===== config.mk =====
export PLATFORM = sky130hd
export DESIGN_NAME = risc_boot_loader
export DESIGN_NICKNAME = d
export VERILOG_FILES = /design/src/rtl/risc_boot_loader.sv
export SDC_FILE = /design/constraint.sdc
export NUM_CORES = 1
export LEC_CHECK = 0
export CORE_MARGIN = 2
export CORE_UTILIZATION = 56
export CTS_CLUSTER_SIZE = 40
export DETAILED_ROUTE_END_ITERATION = 16
export PLACE_DENSITY = 0.8
export SYNTH_ARGS = -nofsm -noshare
export SYNTH_HDL_FRONTEND = slang
export SYNTH_SLANG_ARGS = --single-unit

===== constraint.sdc =====
create_clock -name clk -period 2.8 [get_ports clk]
set_input_delay 0.56 -clock clk [delete_from_list [all_inputs] [get_ports clk]]
set_output_delay 0.56 -clock clk [all_outputs]
set_load 0.005 [all_outputs]

===== src/rtl/risc_boot_loader.sv =====
// Framed byte-stream program loader: assembles big-endian instructions into the
// instruction memory, verifies the checksum and only then releases the core.
module risc_boot_loader #(
    parameter int unsigned TIMEOUT = 1000
) (
    input  logic        clk,
    input  logic        reset,
    input  logic [7:0]  in_data,
    input  logic        in_valid,
    output logic        in_ready,
    output logic        imem_we,
    output logic [7:0]  imem_addr,
    output logic [15:0] imem_wdata,
    output logic        core_reset,
    output logic        done,
    output logic        err,
    output logic [1:0]  err_code,
    output logic [8:0]  words_loaded
);
    localparam int unsigned CNT_W  = 16;
    localparam logic [7:0]  HEADER = 8'hA5;

    typedef enum logic [2:0] {
        S_IDLE, S_LEN, S_HI, S_LO, S_CHECK, S_RUN, S_ERROR
    } state_t;

    state_t             state_q, state_d;
    logic [CNT_W-1:0]   idle_q, idle_d;
    logic [7:0]         len_q, len_d;
    logic [7:0]         sum_q, sum_d;
    logic [7:0]         hi_q, hi_d;
    logic               imem_we_q, imem_we_d;
    logic [7:0]         imem_addr_q, imem_addr_d;
    logic [15:0]        imem_wdata_q, imem_wdata_d;
    logic               core_reset_q, core_reset_d;
    logic               done_q, done_d;
    logic               err_q, err_d;
    logic [1:0]         err_code_q, err_code_d;
    logic [8:0]         words_q, words_d;
    logic               xfer;

    // Byte acceptance depends on state only, so there is no bubble between bytes.
    assign in_ready = (state_q != S_RUN) && (state_q != S_ERROR);
    assign xfer     = in_valid && in_ready;

    always_comb begin
        state_d      = state_q;
        idle_d       = idle_q;
        len_d        = len_q;
        sum_d        = sum_q;
        hi_d         = hi_q;
        imem_we_d    = 1'b0;
        imem_addr_d  = imem_addr_q;
        imem_wdata_d = imem_wdata_q;
        core_reset_d = core_reset_q;
        done_d       = done_q;
        err_d        = err_q;
        err_code_d   = err_code_q;
        words_d      = words_q;

        case (state_q)
            S_IDLE: begin
                if (xfer && in_data == HEADER) begin
                    state_d = S_LEN;
                    idle_d  = '0;
                end
            end
            S_LEN, S_HI, S_LO, S_CHECK: begin
                if (xfer) begin
                    idle_d = '0;
                    case (state_q)
                        S_LEN: begin
                            if (in_data == 8'h00) begin
                                state_d    = S_ERROR;
                                err_d      = 1'b1;
                                err_code_d = 2'b11;
                            end else begin
                                len_d   = in_data;
                                sum_d   = in_data;
                                words_d = '0;
                                state_d = S_HI;
                            end
                        end
                        S_HI: begin
                            hi_d    = in_data;
                            sum_d   = sum_q + in_data;
                            state_d = S_LO;
                        end
                        S_LO: begin
                            sum_d        = sum_q + in_data;
                            imem_we_d    = 1'b1;
                            imem_addr_d  = words_q[7:0];
                            imem_wdata_d = {hi_q, in_data};
                            words_d      = words_q + 9'd1;
                            state_d      = (words_q + 9'd1 == {1'b0, len_q}) ? S_CHECK : S_HI;
                        end
                        default: begin
                            if (in_data == sum_q) begin
                                state_d      = S_RUN;
                                core_reset_d = 1'b0;
                                done_d       = 1'b1;
                            end else begin
                                state_d    = S_ERROR;
                                err_d      = 1'b1;
                                err_code_d = 2'b01;
                            end
                        end
                    endcase
                end else begin
                    // A transfer on the would-be timeout cycle wins, handled above.
                    idle_d = idle_q + CNT_W'(1);
                    if (idle_d == CNT_W'(TIMEOUT)) begin
                        state_d    = S_ERROR;
                        err_d      = 1'b1;
                        err_code_d = 2'b10;
                    end
                end
            end
            default: ;
        endcase
    end

    always_ff @(posedge clk) begin
        if (reset) begin
            state_q      <= S_IDLE;
            idle_q       <= '0;
            len_q        <= '0;
            sum_q        <= '0;
            hi_q         <= '0;
            imem_we_q    <= 1'b0;
            imem_addr_q  <= '0;
            imem_wdata_q <= '0;
            core_reset_q <= 1'b1;
            done_q       <= 1'b0;
            err_q        <= 1'b0;
            err_code_q   <= 2'b00;
            words_q      <= '0;
        end else begin
            state_q      <= state_d;
            idle_q       <= idle_d;
            len_q        <= len_d;
            sum_q        <= sum_d;
            hi_q         <= hi_d;
            imem_we_q    <= imem_we_d;
            imem_addr_q  <= imem_addr_d;
            imem_wdata_q <= imem_wdata_d;
            core_reset_q <= core_reset_d;
            done_q       <= done_d;
            err_q        <= err_d;
            err_code_q   <= err_code_d;
            words_q      <= words_d;
        end
    end

    assign imem_we      = imem_we_q;
    assign imem_addr    = imem_addr_q;
    assign imem_wdata   = imem_wdata_q;
    assign core_reset   = core_reset_q;
    assign done         = done_q;
    assign err          = err_q;
    assign err_code     = err_code_q;
    assign words_loaded = words_q;
endmodule


# ---- Word-level counts from Yosys, hierarchy flattened
# Index checks and enable logic that the tools add are counted.
dict set report totals {
  ff_bits 82
  inputBits 11
  out_inout_bits 40
  wordCells 84
}
dict set report op_classes {
  n_addsub 3
  n_eq_ne 16
  mux 26
  n_bitwise 4
  reduce_logical 22
}
# operator n
set op_table {}
lappend op_table {{$mux W16} 2}
lappend op_table {{$pmux W16 S2} 1}
lappend op_table {{$pmux W9 S2} 1}
lappend op_table {{$add A16 B1 Y16 const B} 1}
lappend op_table {{$eq A16 B10 Y1 const B} 1}
lappend op_table {{$pmux W8 S2} 1}
lappend op_table {{$reduce_and A4 Y1} 4}
lappend op_table {{$mux W3} 5}
lappend op_table {{$ne A3 B3 Y1 const B} 4}
lappend op_table {{$mux W2} 5}
lappend op_table {{$add A9 B1 Y9 const B} 1}
lappend op_table {{$eq A9 B8 Y1} 1}
lappend op_table {{$mux W9} 1}
lappend op_table {{$pmux W3 S3} 1}
lappend op_table {{$reduce_and A3 Y1} 3}
lappend op_table {{$add A8 B8 Y8} 1}
lappend op_table {{$eq A8 B8 Y1} 1}
lappend op_table {{$eq A8 B8 Y1 const B} 1}
lappend op_table {{$logic_not A8 Y1} 1}
lappend op_table {{$mux W8} 1}
lappend op_table {{$reduce_bool A2 Y1} 4}
lappend op_table {{$eq A3 B2 Y1 const B} 2}
lappend op_table {{$ne A2 B2 Y1 const B} 3}
lappend op_table {{$pmux W3 S2} 1}
lappend op_table {{14 further kinds} 24}

# ---- Longest topological paths before layout
# Gate-level depths: netlist (run 1).
dict set report logic_depth {
  word_depth 6
  depth_mapped 10
  ltp_nobuf 10
}

# ---- Worst setup path before layout (run 1)
# No wires, ideal clock.
dict set report synth_path {
  path_type {register to register}
  startpoint {register words_q[1], in the netlist words_loaded[1]}
  endpoint {register state_q[1]}
  setup_time_ns 0.116
  arrival_time_ns 2.248
  required_time_ns 2.684
  slack_ns 0.436
  stages_incl_launch_ff 9
  n_path_buf 0
  synth_period_minus_slack_ns 2.364
  cell_sequence {dfxtp_1 -> ha_1 -> nand3_2 -> or3_1 -> or2_0 -> a311oi_1 -> o21ai_1 -> or3_1 -> a31o_1}
}
dict set report synth_via {
  elab_chain_cells 6
}
# item line_no
set synth_rtl {}
lappend synth_rtl {{from (decl)} 39} ;# logic [8:0] words_q, words_d;
lappend synth_rtl {{from (signal assigned)} 151} ;# words_q <= words_d;
lappend synth_rtl {{$add A9 B1 Y9} 95} ;# state_d = (words_q + 9'd1 == {1'b0, len_q}) ? S_CHECK : S_HI;
lappend synth_rtl {{$eq A9 B8 Y1} 95}
lappend synth_rtl {{$mux W3} 95}
lappend synth_rtl {{$pmux W3 S3} 71} ;# case (state_q)
lappend synth_rtl {{$mux W3} 69} ;# if (xfer) begin
lappend synth_rtl {{$pmux W3 S2} 61} ;# case (state_q)
lappend synth_rtl {{to (signal assigned)} 139} ;# state_q <= state_d;
lappend synth_rtl {{to (decl)} 27} ;# state_t state_q, state_d;
# Every way passes these cells.
# A chain may end at the register's enable or synchronous reset.

# ---- Worst setup path after layout (run 1)
dict set report layout_path {
  startpoint {input in_data[0]}
  endpoint {register sum_q[6]}
}
dict set report layout_via {
  elab_chain_cells 3
  word_cells_on_any_way 5
  classes_between {add/sub: 1; eq/ne: 1; mux: 1; reduce/logical: 2}
}
# item line_no
set layout_rtl {}
lappend layout_rtl {{from (decl)} 8} ;# input logic [7:0] in_data,
lappend layout_rtl {{parallel branches: the longest is 3 deep, another holds $add A8 B8 Y8} n/a}
lappend layout_rtl {{to (signal assigned)} 142} ;# sum_q <= sum_d;
lappend layout_rtl {{to (decl)} 30} ;# logic [7:0] sum_q, sum_d;
# Parallel ways; which one is timed is not known.

==> reports/metrics.yaml, run 1 <==
setup_violations: 0
initial_core_util: 0.5810
worst_pin_slew_ns: 0.6710
dpl_cell_area_um2: 4945
synth.distinct_cells: 60
min_path_type: "flop to flop"
worst-r2r-setup-slack_ns: 0.25
r2r_cells: 8
die_x_um: 90.98
clk_pin_slew_ns: 0.09
cts_inserted_buffers: 9
rsz0062_at_grt: "no"
max_clock_freq_ghz: 0.3921
start_kind: "input port"
fin_area_um2: 5157
finalHoldViolations: 0
num_vias: 4205
synth_compound_area_frac: 0.2233
routed_wl_um: 10470
r2r-end: "state_q[1]$_SDFFE_PP0P_"
final_core_util: 0.7073
ys_seq_area_frac: 0.3875
fin_crit_sh: 0.9110
grt_max_degree: 38
routed_via_density: 5.873
yosys.area_share.simple: 0.2735
r2r-start: "words_loaded[1]$_SDFFE_PP0P_"
drcViolationCount: 0
muxShareOfSynthArea: 0.007088
gp_congestion: 0.8813
p_per_area_nw_per_um2: 486.3
yosys-top-cells-area: "dfxtp_1 (39%), a21oi_1 (9.1%), nand2_1 (8.3%)"
drv_slew: 0
place_inst: 700
maxCapViolCount: 0
htreeDepth: 3
gr-total-overflow: 0
avgRoutedWirePerCell_um: 14.62
grt_antenna_before_repair: 0
relSlewSlack: 0.5526
grt_pass1_vias: 3837
fin_skew_ns: 0.009557
dieHeight_um: 90.98
synth_edf_count: 0
synth_flop_cell: "dfxtp_1"
pin_count: 51
core-area_um2: 7292
cp.required_ns: 3.03
fin_nets: 634
fin_hold_ws_ns: 0.4470
cts.path.max_buffers: 2
endpoint_kind: "flop"
path_class: "input port to flop"
area_growth_pct: 21.74
synth_top_family_by_area: "simple AND/OR/NAND/NOR gates"
dp_hpwl_um: 7248
grt_usage: 0.2623
arrival_ns: 2.78
antennaDiodeCount: 0
final_antenna_net_count: 0
min_from: "done$_SDFFE_PP0P_"
synthXorXnorAreaFrac: 0.02894
clock_latency_ns: 0.36
ys_seq_elements: 82
fin_cells: 716
drtIter0Drc: 258
holdPathEnd: "done$_SDFFE_PP0P_"
cts_sinks: 82
critPathMaxFanout: 2
synthCells: 556
ys_async_sr_fraction: 0
leakagePower_nw: 1.767
yosys.area.top_type: "dfxtp_1"
ys_warn_count: 0
syn_area_um2: 4237
cts_root_buf: "clkbuf_8"
drt_pass1_iterations: 4
grt_pass1_wl_um: 17990
worstHoldPathCells: 2
synth_area_per_cell_um2: 7.620
synthAdderAreaFrac: 0.03426
rows: 31
min_period_ns: 2.551
dieArea_um2: 8277
cts_tree: "built"
ir_drop_mv: 0.2709
crit_start: "in_data[0]"
outcome: "finished, final reports clean"
io_buffer_count: 50
synth_nets: 578
layout-drive-gt1-share: 0.09238
yosysTopAreaCellShare: 0.3875
[how the worst max path moves through the flow]
stage,depth (start not counted),to,slack (ns)
2_1_floorplan,8,state_q[1]$_SDFFE_PP0P_,0.44
3_3_place_gp,11,sum_q[6]$_SDFFE_PP0P_,-0.03
3_5_place_dp,11,sum_q[6]$_SDFFE_PP0P_,-0.15
4_1_cts,11,sum_q[6]$_SDFFE_PP0P_,0.21
5_1_grt,11,sum_q[6]$_SDFFE_PP0P_,0.02
6_report,11,sum_q[6]$_SDFFE_PP0P_,0.25
[cell type report]
class,count,area (µm²)
clock buffer,9,123.9
fill,617,2135
sequential,82,1642
multi-input combinational,425,2407
timing repair buffer,81,728.2
inverter,13,48.80
clock inverter,7,83.83
tap,99,123.9
[power breakdown]
group / switching [W] / internal [W]
Clock: 0.000475 / 0.000431
Sequential: 0.0000307 / 0.00119
Combinational: 0.000217 / 0.000160
Total: 0.000722 / 0.00179
[logic make-up after synthesis]
family | count (synthesis)
AND/OR/NAND/NOR | 236
AO/OA/AOI/OAI | 161
flip-flops | 82
buffers and inverters | 49
XOR/XNOR | 14
adder cells (fa/ha/maj) | 11
multiplexers | 3
[stage by stage]
stage / setup slack, ns / TNS [ns] / power, W
3_3_place_gp: -0.02590 / -0.02590 / 0.001611
5_1_grt: 0.01976 / 0 / 0.002632
4_1_cts: 0.2113 / 0 / 0.002512
3_5_place_dp: -0.1521 / -0.1521 / 0.001621
6_report: 0.2493 / 0 / 0.002508
2_1_floorplan: 0.4361 / 0 / 0.001492
[Yosys cell counts, types with 2 or more instances]
cell / n
or4_1: 2
and4b_1: 2
xor2_1: 4
dfxtp_1: 82
a31o_1: 2
a22oi_1: 3
xnor2_1: 10
and3_1: 7
nand4b_1: 2
nand3b_1: 7
nand3_1: 13
ha_1: 10
o211ai_1: 2
or3_1: 9
nand2b_1: 4
nor3_1: 14
nor2b_1: 6
nor4_1: 5
o21a_1: 4
and2_1: 3
mux2i_1: 3
a31oi_1: 5
a311oi_1: 4
nand2_1: 94
a211oi_1: 9
inv_1: 12
a21oi_1: 77
a31o_2: 2
a21o_1: 4
o21ai_1: 2
and4_1: 5
clkbuf_1: 29
nor2_1: 42
a21boi_0: 2
buf_2: 7
nor3b_1: 4
nand4_1: 8
o21ai_0: 34
[per-layer routing]
metal	track usage	vias to the layer above	wire, µm
li1	-	2090	-
met1	0.3332	1977	4505
met2	0.4463	121	5215
met3	0.05726	17	564
met4	0.07828	0	181
met5	0	-	0
[worst max-delay path, cell delays in order]
cell and delay, ns:
clkdlybuf4s50_1 0.49, ha_1 0.18, inv_1 0.05, fa_1 0.37
nor2b_1 0.16, o21ai_0 0.11, a21boi_1 0.19, o21ai_0 0.14
and4_1 0.23, a211oi_1 0.19, a211oi_1 0.10
[cell usage in the layout, fill, tap and decap left out, types with 9 or more instances in the layout]
cell type / instances
xnor2_1: 10
nand3_1: 13
buf_4: 31
o21ai_0: 34
clkbuf_8: 9
or3_1: 9
inv_1: 12
a21oi_1: 77
ha_1: 10
nor2_1: 42
nor3_1: 14
clkdlybuf4s50_1: 49
nand2_1: 94
dfxtp_1: 82
[flip-flops by register name (all words and copies together) (netlist names), 2 cells and up]
name and flops:
idle_q 16, imem_wdata 16, words_loaded 9, hi_q 8, imem_addr 8, len_q 8, sum_q 8, state_q 3
err_code 2
[timing repair]
item | in CTS | in global routing
buffers inserted | 0 | 0
gates resized for setup | 0 | 2
hold buffers | 0 | 0
endpoints found under the setup margin | 0 | 1
(Power assumes the default switching activity.)
==> run 2, diff against run 1 <==
CORE_MARGIN = default   (was 2)
==> run 2 against run 1 <==
Non-clock buffer count is 1 lower; via count up 0.57%; utilization is 0.14 points lower; maximum frequency shrank 1.6%; register-to-register slack is essentially flat; die area down 4.3%; cell count fell by 0.14%; final area is 0.19% lower; clock skew increased by 0.0020 ns; critical endpoint unchanged.
==> reports/metrics.yaml, run 2 (synthesis gave the netlist of run 1 again) <==
p_per_area_nw_per_um2: 485.4
holdPathEnd: "err$_SDFFE_PP0P_"
layout-drive-gt1-share: 0.08929
maxCapViolCount: 0
path_class: "input port to flop"
fin_hold_ws_ns: 0.4462
outcome: "finished, final reports clean"
setup_slack_ns: 0.2088
cts_inserted_buffers: 9
cp.required_ns: 3.06
drtIter0Drc: 249
p_int_w: 0.001800
gr-total-overflow: 0
cts_setup_buffers: 0
pwr-share-seq: 0.491
pin_count: 51
clock_latency_ns: 0.35
gp_congestion: 0.8204
initial_core_util: 0.5810
start_kind: "input port"
die_x_um: 88.98
cts.path.max_buffers: 2
place_worst_setup_slack_ns: -0.1347
switching_power_w: 0.0006992
cts_root_buf: "clkbuf_8"
dieHeight_um: 88.98
grt_pass1_wl_um: 17530
drcViolationCount: 0
routed_via_density: 5.915
fin_crit_sh: 0.9254
r2r_cells: 8
worst-r2r-setup-slack_ns: 0.24
io_buffer_count: 50
core-area_um2: 7292
relSlewSlack: 0.6500
final_common_cell: "nand2_1"
routed_wl_um: 10590
min_path_type: "flop to flop"
dieArea_um2: 7917
grt_antenna_before_repair: 0
min_from: "err$_SDFFE_PP0P_"
fin_skew_ns: 0.01157
critPathMaxStageDelay_ns: 0.49
grt_usage: 0.2811
cts_sinks: 82
num_vias: 4229
worstPathCellList: "clkdlybuf4s50_1 -> ha_1 -> inv_1 -> fa_1 -> nor2b_1 -> o21ai_0 -> a21boi_1 -> o21ai_0 -> a211oi_1 -> a211oi_1 -> a211oi_1"
antennaDiodeCount: 0
worstHoldPathCells: 2
finalHoldViolations: 0
leakagePower_nw: 1.763
critPathMaxFanout: 2
final_antenna_net_count: 0
fin_nets: 633
htreeDepth: 3
clk_pin_slew_ns: 0.09
grt_max_degree: 33
final_cell_mix: "nand2_1 (94), dfxtp_1 (82), a21oi_1 (77), clkdlybuf4s50_1 (49), nor2_1 (42)"
p_comb_frac: 0.150
dp_hpwl_um: 7411
r2r-end: "state_q[1]$_SDFFE_PP0P_"
grt_pass1_vias: 3818
worst_pin_slew_ns: 0.5250
rows: 31
rsz0062_at_grt: "no"
endpoint_kind: "flop"
arrival_ns: 2.86
drv_slew: 0
crit_slowest_cell: "clkdlybuf4s50_1"
drt_pass1_iterations: 5
setup_violations: 0
p_clk_frac: 0.359
crit_buf_inv: 2
avgRoutedWirePerCell_um: 14.81
ir_drop_mv: 0.3250
min_period_ns: 2.591
max_clock_freq_ghz: 0.3859
area_growth_pct: 21.50
switching_share: 0.2798
cts_tree: "built"
r2r-start: "words_loaded[0]$_SDFFE_PP0P_"
crit_top_cell: "a211oi_1"
critPathTopFamily: "compound AO/OA/AOI/OAI gates"
==> run 2: changes by cell type in the layout (fill, tap and decap cells not counted), sizes merged <==
| cell | delta |
|---|---|
| clkinv | +1 |
| buf | -1 |
| inv | -2 |
| clkbuf | +1 |
==> run 2: worst max-delay path by stage <==
stage / slack (ns) / start / cells past startpoint / endpoint
2_1_floorplan: 0.44 / words_loaded[1]$_SDFFE_PP0P_ / 8 / state_q[1]$_SDFFE_PP0P_
3_3_place_gp: -0.03 / in_data[0] / 11 / sum_q[6]$_SDFFE_PP0P_
3_5_place_dp: -0.13 / in_data[0] / 11 / sum_q[6]$_SDFFE_PP0P_
4_1_cts: 0.20 / in_data[0] / 11 / sum_q[6]$_SDFFE_PP0P_
5_1_grt: 0.06 / in_data[0] / 11 / sum_q[6]$_SDFFE_PP0P_
6_report: 0.21 / in_data[0] / 11 / sum_q[6]$_SDFFE_PP0P_
==> run 2: what timing repair did <==
| action | 4_1_cts | 5_1_grt |
|---|---|---|
| resized for setup | 0 | 1 |
| hold buffers | 0 | 0 |
| setup endpoints to repair | 0 | 1 |
==> run 2: layer usage <==
metal,share of wire,vias to the layer above,routed length [µm],global-route usage
li1,-,2085,-,-
met1,0.44,1977,4613,0.3530
met2,0.49,153,5193,0.4867
met3,0.059,14,620,0.05540
met4,0.015,0,164,0.09091
met5,0,-,0,0
==> run 2: layout make-up <==
cell class	instances	area, µm²
well taps	99	123.9
fillers	618	2145
multi-input cells	425	2402
inverters	13	48.80
clock inverters	6	72.57
flip-flops and latches	82	1642
repair buffers	80	720.7
clock buffers	10	137.6
==> run 2: power groups by stage <==
stage / logic (W) / registers (W) / clock network, W
finish: 0.000374 / 0.00123 / 0.000898
global route: 0.000416 / 0.00123 / 0.000963
CTS: 0.000371 / 0.00123 / 0.000916
detailed placement: 0.000368 / 0.00125 / 0
global placement: 0.000353 / 0.00125 / 0
floorplan: 0.000253 / 0.00124 / 0
==> run 2: worst reg2reg max path: cells and delay by family, from the launching register on <==
kind	cells	cell delay (ns)
AO/OA/AOI/OAI	3	0.68
adder cells (fa/ha/maj)	1	0.29
flip-flops	1	0.35
AND/OR/NAND/NOR	4	1.15
==> run 2: per-stage QoR <==
step / cell area, µm² / power (W) / TNS (ns) / util / instances
global placement: 4937 / 0.001605 / -0.03457 / 0.6771 / 699
global route: 5147 / 0.002611 / 0 / 0.7059 / 715
floorplan: 4237 / 0.001492 / 0 / - / 556
finish: 5147 / 0.002499 / 0 / 0.7059 / 715
CTS: 5147 / 0.002512 / 0 / 0.7059 / 715
detailed placement: 4937 / 0.001621 / -0.1507 / 0.6771 / 699
